===== src/rtl/skew_feeder_if.sv =====
// Bundle between the operand-memory controller and the skew feeder: launch
// controls in, memory read pattern and progress flags out.
interface skew_feeder_if;
  // Handshake: start is a single-cycle request taken only while busy=0
  // (done cycle included); len is sampled on that same edge. There is no
  // back-pressure on the launch side; stall only freezes an active run.
  logic       start;
  logic [1:0] len;
  logic       stall;
  logic [3:0] read_enable;
  logic [7:0] read_elem;
  logic       busy;
  logic       done;
  logic [2:0] step;
  logic       state_dbg;

  modport master (
    output start, len, stall,
    input  read_enable, read_elem, busy, done, step, state_dbg
  );

  modport slave (
    input  start, len, stall,
    output read_enable, read_elem, busy, done, step, state_dbg
  );
endinterface


===== src/rtl/skew_feeder.sv =====
// Read-side sequencer for the 4x4 operand memory: issues a diagonally skewed
// read pattern so each column streams one cycle after its left neighbour.
module skew_feeder #(
  parameter int COLS = 4
) (
  input  logic         clk,
  input  logic         rst_n,
  skew_feeder_if.slave bus
);

  typedef enum logic {
    IDLE = 1'b0,
    FEED = 1'b1
  } state_t;

  state_t     state_q, state_d;
  logic [2:0] t_q, t_d;
  logic [1:0] l_q, l_d;
  logic       done_q, done_d;
  logic [3:0] en;
  logic [7:0] elem;

  always_ff @(posedge clk or negedge rst_n) begin
    if (!rst_n) begin
      state_q <= IDLE;
      t_q     <= 3'd0;
      l_q     <= 2'd0;
      done_q  <= 1'b0;
    end else begin
      state_q <= state_d;
      t_q     <= t_d;
      l_q     <= l_d;
      done_q  <= done_d;
    end
  end

  always_comb begin
    state_d = state_q;
    t_d     = t_q;
    l_d     = l_q;
    done_d  = 1'b0;
    case (state_q)
      IDLE: begin
        if (bus.start) begin
          l_d     = bus.len;
          t_d     = 3'd0;
          state_d = FEED;
        end
      end
      FEED: begin
        // The last step is column 3 reading element L, at t = L+3.
        if (!bus.stall) begin
          if (t_q == 3'(l_q) + 3'd3) begin
            state_d = IDLE;
            t_d     = 3'd0;
            done_d  = 1'b1;
          end else begin
            t_d = t_q + 3'd1;
          end
        end
      end
      default: begin
        state_d = IDLE;
        t_d     = 3'd0;
      end
    endcase
  end

  // Column c is live while c <= t <= c+L and reads element t-c.
  always_comb begin
    en   = '0;
    elem = '0;
    if (state_q == FEED) begin
      for (int c = 0; c < COLS; c++) begin
        if (t_q >= 3'(c) && t_q <= 3'(c) + 3'(l_q)) begin
          en[c]          = 1'b1;
          elem[2*c +: 2] = 2'(t_q - 3'(c));
        end
      end
    end
  end

  assign bus.read_enable = en;
  assign bus.read_elem   = elem;
  assign bus.busy        = (state_q == FEED);
  assign bus.done        = done_q;
  assign bus.step        = t_q;
  assign bus.state_dbg   = state_q;

endmodule


===== src/flat_wrapper.sv =====
// flat-port wrapper written by rule: the top's interface ports become plain ports
module skew_feeder_flat 
#(
  parameter int COLS = 4
)
  (clk, rst_n, bus_start, bus_len, bus_stall, bus_read_enable, bus_read_elem, bus_busy, bus_done, bus_step, bus_state_dbg);
  skew_feeder_if bus_i ();
  input  logic clk;
  input  logic rst_n;
  input wire logic [$bits(bus_i.start)-1:0] bus_start;
  input wire logic [$bits(bus_i.len)-1:0] bus_len;
  input wire logic [$bits(bus_i.stall)-1:0] bus_stall;
  output wire logic [$bits(bus_i.read_enable)-1:0] bus_read_enable;
  output wire logic [$bits(bus_i.read_elem)-1:0] bus_read_elem;
  output wire logic [$bits(bus_i.busy)-1:0] bus_busy;
  output wire logic [$bits(bus_i.done)-1:0] bus_done;
  output wire logic [$bits(bus_i.step)-1:0] bus_step;
  output wire logic [$bits(bus_i.state_dbg)-1:0] bus_state_dbg;
  assign bus_i.start = bus_start;
  assign bus_i.len = bus_len;
  assign bus_i.stall = bus_stall;
  assign bus_read_enable = bus_i.read_enable;
  assign bus_read_elem = bus_i.read_elem;
  assign bus_busy = bus_i.busy;
  assign bus_done = bus_i.done;
  assign bus_step = bus_i.step;
  assign bus_state_dbg = bus_i.state_dbg;
  skew_feeder #(.COLS(COLS)) u_core (.clk(clk), .rst_n(rst_n), .bus(bus_i));
endmodule

===== config.mk =====
export PLATFORM = sky130hd
export DESIGN_NAME = skew_feeder_flat
export DESIGN_NICKNAME = d
export VERILOG_FILES = /design/src/rtl/skew_feeder_if.sv /design/src/rtl/skew_feeder.sv /design/src/flat_wrapper.sv
export SDC_FILE = /design/constraint.sdc
export NUM_CORES = 1
export LEC_CHECK = 0
export CORE_MARGIN = 2
export CORE_UTILIZATION = 35
export DETAILED_ROUTE_END_ITERATION = 12
export GPL_ROUTABILITY_DRIVEN = 1
export GPL_TIMING_DRIVEN = 0
export SYNTH_ARGS = -nofsm -noshare
export SYNTH_HDL_FRONTEND = slang
export SYNTH_SLANG_ARGS = --single-unit

===== constraint.sdc =====
create_clock -name clk -period 2.6 [get_ports clk]
set_input_delay 0.52 -clock clk [delete_from_list [all_inputs] [get_ports clk]]
set_output_delay 0.52 -clock clk [all_outputs]
set_load 0.03 [all_outputs]

==> summary.md <==
| Metric | Value |
|---|---|
| Die width | `~48 um` |
| Routed wirelength normalized by instance count | `about 12 um` |
| Slew headroom | `76.8%` |
| Period utilisation layout | `96.7%` |
| Crit-path max FO | `3` |
| Clock root buffer | `sky130_fd_sc_hd__clkbuf_4` |
| Total number of nets in the final design | `approximately 140` |
| Core Footprint | `~1900 um2` |
| Routed Wire Length | `1710 um` |
| Number of DRC markers in iteration 0 | `6` |
| HPWL after detailed placement | `between 1000 and 1500 um` |
| Final Wtd Congestion | `0.784` |
| Multi-input logic area | `553 um2` |
| Worst setup EP type | `output pin` |
| Final setup skew | `0.00310 ns` |
| Count of final setup violators | `0` |
| Distinct cell type count after synthesis | `26` |
| Final-report max-slew violation count | `0` |
| Worst-Margin Slew | `approximately 0.35 ns` |
| Max cap viols | `0` |
| Maximum clock rate | `0.398 GHz` |
| Critical Path RT | `around 2.1 ns` |
| Synth area leader | `sky130_fd_sc_hd__dfrtp_1` |
| Number of warnings issued by yosys | `0` |
| Site Rows | `16` |
| Average cell area after synthesis | `8.34 um2` |
| Post-synth net total | `103` |
| # DRC | `0` |
| Number of diodes added for antenna fixing | `0` |
| CTS tree | `yes` |
| Router iterations before antenna repair | `4` |
| Clock latency of the later-clocked register in the worst-skew pair | `0.25 ns` |
| Clock transition at the registers of the reported paths | `0.05 ns` |
| Die Footprint | `2350 um2` |
| Vias | `688` |
| Leading cell type in the layout, fill and taps excluded | `sky130_fd_sc_hd__ha_1` |
| Number of I/O pins | `24` |
| H-tree depth | `1` |
| Dominant delay contributor by cell family on the critical path | `adder cells` |
| Outcome | `complete, no violations` |
| Worst-path cell chain | `buf_4 -> ha_1 -> inv_1 -> ha_1 -> and3_2 -> a211oi_4 -> nor4_2 -> buf_4` |
| Slowest library cell on the worst path | `sky130_fd_sc_hd__dfrtp_1` |
| Count of buffer and inverter cells on the critical path | `3` |
| Worst R2R Path Depth | `7` |
| Worst Hold Class | `in2async` |
| Input/output buffers | `23` |
| Number of buffers inserted during clock tree synthesis | `3` |
| Setup repair after global routing missed its margin | `yes` |
| Final core utilization | `approximately 55%` |
| Sequential cell area | `178 um2` |
| Critical path's largest stage delay | `0.40 ns` |
| Vias in the first global route | `662` |
| Fin. Hold Viols | `0` |
| Proportion of register bits with asynchronous set or reset after synthesis | `100%` |
| Top library cells by usage in the layout, fill and taps aside | `sky130_fd_sc_hd__ha_1, sky130_fd_sc_hd__nor2_1, sky130_fd_sc_hd__clkdlybuf4s50_1` |
| Vert. Die Dim | `between 40 and 50 um` |
| Initial antenna violation count | `0` |
| Main area contributors after synthesis | `sky130_fd_sc_hd__dfrtp_1, sky130_fd_sc_hd__ha_1, sky130_fd_sc_hd__nor2_1, sky130_fd_sc_hd__inv_1, sky130_fd_sc_hd__a21oi_1` |
| Number of synthesized register bits | `7` |
| # clock sinks | `7` |
| Syn Inst Count | `between 80 and 90` |
| Origin of the critical flop-to-flop path | `u_core.l_q[0]` |
| DRT antenna net count | `0` |
| Filler instances | `199` |
| Pin count of the biggest net entering global routing | `13` |
| Critical path data arrival time | `2.00 ns` |
| Share of Yosys cell area claimed by the top area cell type | `25.3%` |
| Sequential fraction of the synthesis area | `25.3%` |
| Maximum clock path buffer count | `2` |
| R2R setup slack | `0.78 ns` |
| Fin crit period | `2.52 ns` |
| Total overflow reported by the global router | `0` |
| Main flop type after synthesis | `sky130_fd_sc_hd__dfrtp_1` |
| Share of final-layout standard cells stronger than drive strength 1 | `a little under a third` |
| Critical path class | `reg2out` |
| First-pass GRT wire length | `roughly 3000 um` |
| R2r endpoint | `u_core.bus.step[2]` |
| Startpoint kind of the worst setup timing path | `flip-flop` |
| Synth-to-layout area growth | `53.5%` |
| Cell area after technology mapping | `692 um2` |
| Count of flip-flops with a built-in enable after synthesis | `0` |
| Starting density of the core | `between 30% and 40%` |
| Vias per std cell | `4.88` |
| GRT Overall Usage | `16.1%` |
==> synthesized netlist by cell type, drive strengths merged (3+ instances only) <==
cell / instances
ha: 14
a21oi: 5
dfrtp: 7
nor3: 5
nor2: 11
inv: 10
nor4: 4
nand2: 3
==> cells by family after synthesis <==
logic type      after synthesis  synth area share [%]
mux                           2                  3.25
buf+inv                      12                  7.23
fa+ha+maj                    14                  25.3
simple gates                 35                  27.1
compound gates               13                  11.8
flops                         7                  25.3
==> per-stage QoR <==
step	setup slack [ns]	hold slack [ns]	instance area, um2	setup TNS (ns)	instances
CTS	0.0128	0.525	1060	0	141
global route	-0.0169	0.543	1060	-0.0316	141
floorplan	-0.126	0.224	709	-0.268	83
detailed placement	-0.382	0.576	973	-3.01	133
finish	0.0849	0.525	1060	0	141
global placement	-0.335	0.563	973	-2.80	133
==> sequential cells by signal, indices dropped and copies added (netlist names) <==
name and flops:
u_core.bus.step 3, u_core.bus.busy 1, u_core.l_q 2, u_core.bus.done 1
==> worst max-delay path by stage <==
stage / start / to / slack, ns / cells past startpoint
2_1_floorplan: u_core.bus.step[1] / bus_read_elem[0] / -0.13 / 4
3_3_place_gp: u_core.l_q[1] / bus_read_elem[3] / -0.33 / 8
3_5_place_dp: u_core.l_q[0] / bus_read_elem[6] / -0.38 / 8
4_1_cts: u_core.l_q[0] / bus_read_elem[6] / 0.01 / 8
5_1_grt: u_core.l_q[0] / bus_read_enable[1] / -0.02 / 8
6_report: u_core.l_q[0] / bus_read_elem[2] / 0.08 / 8
==> area by class of cell <==
cell class	count	share of cell area (%)
Buffer	2	1.18
Multi-Input combinational cell	64	52.1
Timing Repair Buffer	27	20.8
Clock buffer	4	2.47
Sequential cell	7	16.7
Inverter	10	3.53
Tap cell	27	3.18
==> metal layers <==
metal  vias up  global-route usage [%]  wire length, um
li1        355                       -                -
met4         0                    2.86                0
met2        16                    28.5              832
met3         0                    3.09               64
met5         -                       0                0
met1       317                    20.7              814
==> timing repair <==
action,CTS,global route
gates resized for setup,53,12
buffers inserted,4,0
cloned,0,0
pin swaps,2,1
endpoints found under the setup margin,12,6
hold buffers,0,0
endpoints found under the hold margin,0,0
Power is not shown: default switching activity piles up to over one toggle a cycle in this logic, so the estimate is an artifact.
